<file path="src/rtl/lbdr_input_fifo_if.sv">
// ----------------------------------------------------------------------------
// lbdr_input_fifo_if
//   Handshake and data bundle between an input-port flit buffer and its
//   neighbours: the upstream router (valid_in/data_in, credit_out), the
//   downstream allocator (read_en) and LBDR (empty, data_out, decoded fields).
//
//   Modports
//     master : drives valid_in, data_in, read_en; observes everything else
//     slave  : the FIFO side
//
//   Signals
//     valid_in   upstream writes data_in this cycle
//     data_in    incoming flit
//     read_en    downstream pops the head flit
//     credit_out one-cycle pulse per popped flit
//     empty      no flit stored
//     full       every slot occupied
//     data_out   head flit, valid only when !empty
//     flit_id    data_out[31:29]
//     dst_addr   data_out[28:25]
//     err_ovf    sticky overflow flag
//     err_udf    sticky underflow flag
//     err_seq    sticky packet-sequence flag
// ----------------------------------------------------------------------------
interface lbdr_input_fifo_if #(
  parameter int DATA_WIDTH = 32
);
  logic                  valid_in;
  logic [DATA_WIDTH-1:0] data_in;
  logic                  read_en;
  logic                  credit_out;
  logic                  empty;
  logic                  full;
  logic [DATA_WIDTH-1:0] data_out;
  logic [2:0]            flit_id;
  logic [3:0]            dst_addr;
  logic                  err_ovf;
  logic                  err_udf;
  logic                  err_seq;

  modport master (
    output valid_in, data_in, read_en,
    input  credit_out, empty, full, data_out, flit_id, dst_addr,
           err_ovf, err_udf, err_seq
  );

  modport slave (
    input  valid_in, data_in, read_en,
    output credit_out, empty, full, data_out, flit_id, dst_addr,
           err_ovf, err_udf, err_seq
  );
endinterface

</file>
<file path="src/rtl/lbdr_input_fifo.sv">
// ----------------------------------------------------------------------------
// lbdr_input_fifo
//   Per-input-port flit buffer sitting directly in front of LBDR. Stores
//   incoming flits, presents the head flit first-word-fall-through, slices
//   flit_id / dst_addr out of the head for LBDR and returns one credit per
//   consumed flit to the upstream router.
//
//   Ports
//     clk  : rising-edge clock
//     rst  : synchronous reset, active-low
//     bus  : lbdr_input_fifo_if.slave (see the interface file for signals)
//
//   Parameters
//     DATA_WIDTH : flit width; [31:29] flit_id, header [28:25] dst_addr
//     DEPTH      : number of slots, power of two, >= 2
//     PTR_W      : log2(DEPTH)
//
//   Build option
//     FIFO_ERR_CHECK_EN : when defined, sticky err_ovf / err_udf / err_seq
//                         detection is compiled in; otherwise those outputs
//                         are tied low. Drop/ignore behaviour is the same.
// ----------------------------------------------------------------------------
module lbdr_input_fifo #(
  parameter int DATA_WIDTH = 32,
  parameter int DEPTH      = 4,
  parameter int PTR_W      = 2
) (
  input  logic                clk,
  input  logic                rst,
  lbdr_input_fifo_if.slave    bus
);

  localparam logic [PTR_W-1:0] PTR_ONE  = 1;
  localparam logic [PTR_W:0]   CNT_ONE  = 1;
  localparam logic [PTR_W:0]   CNT_FULL = (PTR_W+1)'(DEPTH);

  logic [DATA_WIDTH-1:0] mem [DEPTH];
  logic [PTR_W-1:0]      rd_ptr;
  logic [PTR_W-1:0]      wr_ptr;
  logic [PTR_W:0]        count;
  logic                  credit_q;
  logic                  empty_i;
  logic                  full_i;
  logic                  rd;
  logic                  wr;

  // Flags come only from the count register, never from this cycle's inputs.
  assign empty_i = (count == '0);
  assign full_i  = (count == CNT_FULL);

  // No bypass: an empty FIFO never reads, so a same-cycle push just lands.
  // A full FIFO may push only because the head is leaving this same edge.
  assign rd = bus.read_en & ~empty_i;
  assign wr = bus.valid_in & (~full_i | rd);

  // Storage is intentionally not reset.
  always_ff @(posedge clk) begin
    if (wr) begin
      mem[wr_ptr] <= bus.data_in;
    end
  end

  always_ff @(posedge clk) begin
    if (!rst) begin
      rd_ptr   <= '0;
      wr_ptr   <= '0;
      count    <= '0;
      credit_q <= 1'b0;
    end else begin
      if (wr) begin
        wr_ptr <= wr_ptr + PTR_ONE;
      end
      if (rd) begin
        rd_ptr <= rd_ptr + PTR_ONE;
      end
      case ({wr, rd})
        2'b10:   count <= count + CNT_ONE;
        2'b01:   count <= count - CNT_ONE;
        default: count <= count;
      endcase
      credit_q <= rd;
    end
  end

  assign bus.empty      = empty_i;
  assign bus.full       = full_i;
  assign bus.credit_out = credit_q;
  assign bus.data_out   = mem[rd_ptr];
  assign bus.flit_id    = bus.data_out[DATA_WIDTH-1 -: 3];
  assign bus.dst_addr   = bus.data_out[DATA_WIDTH-4 -: 4];

`ifdef FIFO_ERR_CHECK_EN
  localparam logic [2:0] FLIT_HEADER = 3'b001;
  localparam logic [2:0] FLIT_BODY   = 3'b010;
  localparam logic [2:0] FLIT_TAIL   = 3'b100;

  logic [2:0] in_id;
  logic       in_pkt;
  logic       ovf_q;
  logic       udf_q;
  logic       seq_q;
  logic       seq_hit;

  assign in_id = bus.data_in[DATA_WIDTH-1 -: 3];

  // Only accepted writes advance the packet tracker; dropped flits are ignored.
  always_comb begin
    seq_hit = 1'b0;
    if (wr) begin
      if (in_id == FLIT_HEADER) begin
        seq_hit = in_pkt;
      end else if ((in_id == FLIT_BODY) || (in_id == FLIT_TAIL)) begin
        seq_hit = ~in_pkt;
      end
    end
  end

  always_ff @(posedge clk) begin
    if (!rst) begin
      in_pkt <= 1'b0;
      ovf_q  <= 1'b0;
      udf_q  <= 1'b0;
      seq_q  <= 1'b0;
    end else begin
      if (wr && (in_id == FLIT_HEADER)) begin
        in_pkt <= 1'b1;
      end else if (wr && (in_id == FLIT_TAIL)) begin
        in_pkt <= 1'b0;
      end
      if (bus.valid_in && full_i && !rd) begin
        ovf_q <= 1'b1;
      end
      if (bus.read_en && empty_i) begin
        udf_q <= 1'b1;
      end
      if (seq_hit) begin
        seq_q <= 1'b1;
      end
    end
  end

  assign bus.err_ovf = ovf_q;
  assign bus.err_udf = udf_q;
  assign bus.err_seq = seq_q;
`else
  assign bus.err_ovf = 1'b0;
  assign bus.err_udf = 1'b0;
  assign bus.err_seq = 1'b0;
`endif

endmodule

</file>
<file path="src/flat_wrapper.sv">
// flat-port wrapper written by rule: the top's interface ports become plain ports
module lbdr_input_fifo_flat 
#(
  parameter int DATA_WIDTH = 32,
  parameter int DEPTH      = 4,
  parameter int PTR_W      = 2
)
  (clk, rst, bus_valid_in, bus_data_in, bus_read_en, bus_credit_out, bus_empty, bus_full, bus_data_out, bus_flit_id, bus_dst_addr, bus_err_ovf, bus_err_udf, bus_err_seq);
  lbdr_input_fifo_if #(.DATA_WIDTH(DATA_WIDTH)) bus_i ();
  input  logic clk;
  input  logic rst;
  input wire logic [$bits(bus_i.valid_in)-1:0] bus_valid_in;
  input wire logic [$bits(bus_i.data_in)-1:0] bus_data_in;
  input wire logic [$bits(bus_i.read_en)-1:0] bus_read_en;
  output wire logic [$bits(bus_i.credit_out)-1:0] bus_credit_out;
  output wire logic [$bits(bus_i.empty)-1:0] bus_empty;
  output wire logic [$bits(bus_i.full)-1:0] bus_full;
  output wire logic [$bits(bus_i.data_out)-1:0] bus_data_out;
  output wire logic [$bits(bus_i.flit_id)-1:0] bus_flit_id;
  output wire logic [$bits(bus_i.dst_addr)-1:0] bus_dst_addr;
  output wire logic [$bits(bus_i.err_ovf)-1:0] bus_err_ovf;
  output wire logic [$bits(bus_i.err_udf)-1:0] bus_err_udf;
  output wire logic [$bits(bus_i.err_seq)-1:0] bus_err_seq;
  assign bus_i.valid_in = bus_valid_in;
  assign bus_i.data_in = bus_data_in;
  assign bus_i.read_en = bus_read_en;
  assign bus_credit_out = bus_i.credit_out;
  assign bus_empty = bus_i.empty;
  assign bus_full = bus_i.full;
  assign bus_data_out = bus_i.data_out;
  assign bus_flit_id = bus_i.flit_id;
  assign bus_dst_addr = bus_i.dst_addr;
  assign bus_err_ovf = bus_i.err_ovf;
  assign bus_err_udf = bus_i.err_udf;
  assign bus_err_seq = bus_i.err_seq;
  lbdr_input_fifo #(.DATA_WIDTH(DATA_WIDTH), .DEPTH(DEPTH), .PTR_W(PTR_W)) u_core (.clk(clk), .rst(rst), .bus(bus_i));
endmodule
</file>
<file path="config.mk">
export PLATFORM = sky130hd
export DESIGN_NAME = lbdr_input_fifo_flat
export DESIGN_NICKNAME = d
export VERILOG_FILES = /design/src/rtl/lbdr_input_fifo_if.sv /design/src/rtl/lbdr_input_fifo.sv /design/src/flat_wrapper.sv
export SDC_FILE = /design/constraint.sdc
export NUM_CORES = 1
export LEC_CHECK = 0
export ABC_AREA = 1
export ABC_CLOCK_PERIOD_IN_PS = 3300
export CAP_MARGIN = 5
export CORE_AREA = 8 8 120 122
export CTS_BUF_LIST = sky130_fd_sc_hd__clkbuf_8 sky130_fd_sc_hd__clkbuf_16
export CTS_CLUSTER_DIAMETER = 50
export DETAILED_ROUTE_END_ITERATION = 16
export DIE_AREA = 0 0 128 130
export PLACE_DENSITY = 0.71
export SYNTH_ARGS = -nofsm -noshare
export SYNTH_HDL_FRONTEND = slang
export SYNTH_SLANG_ARGS = --single-unit
</file>
<file path="constraint.sdc">
create_clock -name clk -period 3.3 [get_ports clk]
set_input_delay 0.495 -clock clk [delete_from_list [all_inputs] [get_ports clk]]
set_output_delay 0.495 -clock clk [all_outputs]
set_load 0.1 [all_outputs]
</file>
==> results.md, run 1 <==
* Status: complete, no violations
* CTS tree: yes
* Part of the power in registers at 0.330
* Peak supply drop at 0.000716 V
* Int Power at 0.00391 W
* Syn avg cell area at 13.7 µm²
* Initial antenna violation count at 0
* HP Class: reg2reg
* First-pass GRT wire length at about 18000 µm
* CTS H-Tree Depth at 4
* Power Dens Cells at 881 nW/µm²
* Std-Cell Rows at 41
* WL final at about 11000 µm
* Vias per inst at about 5.1
* Total congestion overflow at 0
* Post-synthesis cell count at slightly below 400
* Synth warn at 0
* 1st-pass router iterations at 5
* Vias in the first global route at roughly 3400
* Worst skew pair latency at approximately 400 ps
* Final ANT Viol Nets at 0
* Post-synthesis sequential area ratio at 0.758
* Clock skew at 7.04 ps
* Core Region at ~12000 µm²
* Bufs on Longest Clock Path at 2
* CP max FO at 39
* Most frequent cells in the layout: edfxtp_1 (128), nor2_1 (71), o21ai_0 (62), buf_12 (39), clkdlybuf4s50_1 (36)
* Layout cells sized above 1 at 0.194
* IO buf count at 77
* Layout overhead on the synthesized area at 35.1%
* Achievable frequency at 370 MHz
* Worst EP required at 2800 ps
* GPL Wtd Cong at ~0.77
* Commonest non-fill, non-tap cell in the layout: edfxtp_1
* WP data arrival at around 2200 ps
* Final setup viols at 0
* Slew HR at 0.351
* Max Slew Vio Count at 0
* Min Tclk post-route at between 2000 and 3000 ps
* Initial Utilization at 0.430
* Clk slew on worst S/H paths at about 50 ps
* DR DRC count at 0
* Ant. Diodes at 0
* Dpl ws at roughly 770 ps
* Sw frac at 0.384
* Final WS setup at 595 ps
* Worst setup EP type: output port
* Clock Power Share at 0.267
* Hold-fix buffers, CTS at 0
* # fillers at 966
* Gate power share at 0.403
* Layout Nets at about 510
* Crit path kind: reg2out
* Max-cap viol count at 0
* Flops & latches, synth at approximately 140
* IO Count at a little over 80
* Post-CTS Setup Bufs at 0
* Slew @ Worst Pin at roughly 970 ps
* Initial DRC count at ~240
* GRT Total Usage at 0.139
* Sink Count at about 140
* Synth Cell Area at 5330 µm²
* Leakage power at approximately 2.6 nW
* NetSw at 0.00244 W
* Yosys cell types at 27
* Largest net degree at the start of global routing at 65
* Die W at 128 µm
* Final hold vios at 0
* Unrepaired setup endpoints after global routing: no
* Multi-input logic area at between 1000 and 1500 µm²
* Dpl cells at just over 600
* Post-route insts no fill at 651
* Clock Tree Root: clkbuf_16
* Total clock buffers created by CTS at 17
* Via count at roughly 3300
* Period utilisation layout at 0.820
* WL per Instance at approximately 17 µm
* Dpl cell area at approximately 6700 µm²
* Post-cts repair resize count at 0
* Startpoint types: register
* Die area at roughly 17000 µm²
* Post-route setup TNS at 0 ps
* Chip Height at 130 µm
* Final Instance Area at 7200 µm²
* Hpwl dp at around 7200 µm
* Area occupied by registers at ~4000 µm²
Yosys cell counts:
library cell,number,area (µm²)
edfxtp_1,128,3840
nor2_1,75,282
o21ai_0,62,310
o22ai_1,32,200
inv_1,15,56.3
buf_4,13,97.6
dfxtp_1,10,200
buf_2,8,40.0
clkbuf_1,7,26.3
o21ai_1,6,30.0
ha_1,4,50.1
a21oi_1,3,15.0
inv_2,3,11.3
nand2_2,3,18.8
nand2_4,3,33.8
nand3_1,3,15.0
nand2_1,2,7.51
nand4_1,2,12.5
nor3_1,2,10.0
a21boi_0,1,7.51
a21oi_2,1,8.76
clkbuf_2,1,5.00
conb_1,1,3.75
fa_1,1,20.0
nand3_2,1,10.0
nor2_2,1,6.26
nor2_4,1,11.3
flip-flops by register name, indices dropped and copies added (netlist names), named ones only:
signal / count
u_core.wr_ptr: 2
u_core.bus.credit_out: 1
u_core.count: 3
u_core.rd_ptr: 2
u_core.mem: 128
metrics by stage:
stage           util  total power, W  hold slack (ps)
2_1_floorplan      -         0.00383              412
3_3_place_gp   0.536         0.00467              430
3_5_place_dp   0.536         0.00470              434
4_1_cts        0.580         0.00640              445
5_1_grt        0.580         0.00657              476
6_report       0.580         0.00635              444
metal layers:
metal  global-route usage  part of all wire  vias up
met5                    0                 0        -
met4               0.0601             0.011        0
met3               0.0534             0.087        8
met2                0.222              0.50      134
met1                0.166              0.41     1623
li1                     -                 -     1568
cell families (layout without fill, tap and decap cells):
logic type	Yosys count	after routing	share of synthesized area
DFF	138	138	0.758
AOI/OAI and AO/OA	105	105	0.107
and+or+nand+nor	93	93	0.0763
buffers and inverters	47	135	0.0443
adders and majority gates	5	5	0.0131
other	1	3	0.000703
worst max-delay path: stages, from the launching register on:
cell and delay (ps):
dfxtp_2 320, inv_2 450, buf_4 380, o21ai_0 120
o22ai_1 290, buf_12 220
layout make-up:
cell class                 instances  share of cell area
clock inverter                    11             0.00956
tap                              172              0.0299
inverter                          18             0.00938
sequential                       138               0.562
clock buffer                      21              0.0667
timing repair buffer              85               0.169
multi-input combinational        206               0.154
worst paths after layout:
path                                               startpoint                       endpoint  slack [ps]  depth (start not counted)
worst min-delay path            u_core.rd_ptr[1]$_SDFFE_PN0N_  u_core.rd_ptr[1]$_SDFFE_PN0N_         440                          1
worst max-delay path                                 register               bus_data_out[10]         590                          5
worst min register to register  u_core.rd_ptr[1]$_SDFFE_PN0N_  u_core.rd_ptr[1]$_SDFFE_PN0N_         440                          1
worst max register to register   u_core.count[0]$_SDFFE_PN0P_     u_core.mem[3][6]$_DFFE_PP_        1360                          7
power by group through the flow:
stage                     Sequential (W)  Clock [W]  Combinational, W
after floorplan                  0.00214          0           0.00170
after global placement           0.00212          0           0.00255
after detailed placement         0.00213          0           0.00257
after CTS                        0.00210    0.00173           0.00258
after global routing             0.00211    0.00180           0.00266
final                            0.00210    0.00170           0.00256
No activity file was read; power rests on OpenSTA's default activity.
==> run 2, diff against run 1 <==
Settings changed: ABC_CLOCK_PERIOD_IN_PS 3300 to 2700.
Clock period 3.3 ns to 2.7 ns, I/O delays scaled along.
==> run 2 against run 1 <==
Die area is the same. Largest power group unchanged. Worst setup slack lost 270 ps. Clock-buffer cell count grew 3. Register-to-register slack lost 380 ps. Largest cell class unchanged. Non-clock buffer count grew 6. Sequential share of layout area shrank 1.3 points. Critical path type unchanged. Worst hold slack lost 17 ps. Clock skew grew 3.6 ps.
==> results.md, run 2 (synthesis gave the netlist of run 1 again) <==
* Final core occ at 0.594
* Layout Nets at between 500 and 600
* DR DRC count at 0
* Max Slew Vio Count at 0
* FF-to-FF Start: u_core.count[0]$_SDFFE_PN0P_
* Largest net degree at the start of global routing at between 40 and 50
* Die W at ~130 µm
* Initial antenna violation count at 0
* Worst EP required at 2300 ps
* Initial Utilization at 0.430
* Total congestion overflow at 0
* Most frequent cells in the layout: edfxtp_1 (128), nor2_1 (71), o21ai_0 (62), buf_12 (41), clkdlybuf4s50_1 (35)
* Path depth of the worst reg2reg path at 7
* Startpoint types: register
* Vias per inst at between 5 and 6
* Post-route setup TNS at 0 ps
* Unrepaired setup endpoints after global routing: no
* WL per Instance at 17.3 µm
* Largest Register: u_core.mem
* Commonest non-fill, non-tap cell in the layout: edfxtp_1
* Layout cells sized above 1 at 0.231
* Achievable frequency at between 400 and 500 MHz
* Fin Hold WS at 427 ps
* Layout overhead on the synthesized area at 38.2%
* Final hold vios at 0
* Die area at 16600 µm²
* WP data arrival at approximately 2000 ps
* Crit path kind: reg2out
* CTS H-Tree Depth at 4
* Min Tclk post-route at ~2400 ps
* Chip Height at approximately 130 µm
* Clock Tree Root: clkbuf_16
* R2R Path End: u_core.mem[3][12]$_DFFE_PP_
* WL final at between 10000 and 15000 µm
* Worst setup EP type: output port
* GRT Max-Usage Layer: met2
* CTS tree: yes
* Dpl ws at about 510 ps
* CP max FO at 23
* HP Class: reg2reg
* Ant. Diodes at 0
* Period utilisation layout at 0.878
* Core Region at 12400 µm²
* IO buf count at 77
* Post-cts repair resize count at 0
* Power Dens Cells at 1090 nW/µm²
* Vias in the first global route at between 3000 and 4000
* Clock skew at ~11 ps
* Sink Count at between 100 and 150
* Worst skew pair latency at 410 ps
* Total clock buffers created by CTS at 17
* Hold depth at 1
* 1st-pass router iterations at 4
* Hold-fix buffers, CTS at 0
* Routing usage on met1 at 0.153
* Final ANT Viol Nets at 0
* Largest register FFs at roughly 130
* Dpl cell area at between 6000 and 7000 µm²
* IO Count at 81
* Hpwl dp at 7140 µm
* Via count at ~3300
* Final WS setup at ~330 ps
* # fillers at 960
* Peak supply drop at about 0.00068 V
* Met3 usage at 0.0624
* Initial DRC count at 291
* Met2 Track Usage GR at 0.259
* Post-CTS Setup Bufs at 0
* Top flop regs: u_core.mem (128), u_core.count (3)
* Clk slew on worst S/H paths at about 60 ps
* Bufs on Longest Clock Path at 2
* Hold_sp: u_core.rd_ptr[1]$_SDFFE_PN0N_
* Worst reg-to-reg setup slack at ~980 ps
* Final setup viols at 0
* Max-cap viol count at 0
* Std-Cell Rows at between 40 and 50
* Status: complete, no violations
* Final Instance Area at around 7400 µm²
* First-pass GRT wire length at about 18000 µm
* GRT Total Usage at 0.146
* Leakage power at approximately 2.6 nW
* GPL Wtd Cong at between 0.7 and 0.8
## run 2: metal layers
metal	share of wire	vias to the layer above	routed length, µm
met5	0	-	0
met4	0.0072	0	82
met1	0.39	1635	4440
met3	0.074	8	838
li1	-	1575	-
met2	0.53	93	5980
## run 2: final cells by class
class	instances	area (µm²)	area share
clock inverters	8	46.3	0.00628
inverters	18	67.6	0.00917
flip-flops and latches	138	4050	0.549
multi-input cells	206	1130	0.154
repair buffers	91	1280	0.174
well taps	172	215	0.0292
clock buffers	24	578	0.0784
## run 2: worst max path at each step
| stage | start | to | slack [ps] | depth (start not counted) |
|---|---|---|---|---|
| 4_1_cts | register | bus_data_out[3] | 320 | 5 |
| 2_1_floorplan | u_core.count[0]$_SDFFE_PN0P_ | u_core.mem[2][0]$_DFFE_PP_ | -30 | 6 |
| 3_3_place_gp | bus_read_en | u_core.mem[3][23]$_DFFE_PP_ | 580 | 6 |
| 5_1_grt | register | bus_data_out[16] | 170 | 5 |
| 6_report | register | bus_data_out[16] | 330 | 5 |
| 3_5_place_dp | bus_read_en | u_core.mem[3][23]$_DFFE_PP_ | 510 | 6 |
## run 2: power by group
group          internal, W  switching [W]  leakage, nW
Sequential         0.00251      0.0000509         1.26
Combinational     0.000971        0.00219         1.07
Clock              0.00149       0.000841        0.320
## run 2: per-stage QoR
stage                     std cells  power, W
after floorplan                 391   0.00470
after global placement          625   0.00575
after detailed placement        625   0.00578
after CTS                       657   0.00812
after global routing            657   0.00833
final                           657   0.00806
## run 2: worst max-delay path: stages (launching register included)
cell and delay [ps]:
dfxtp_2 330, inv_2 300, buf_4 300, o21ai_0 100
o22ai_1 290, buf_12 230
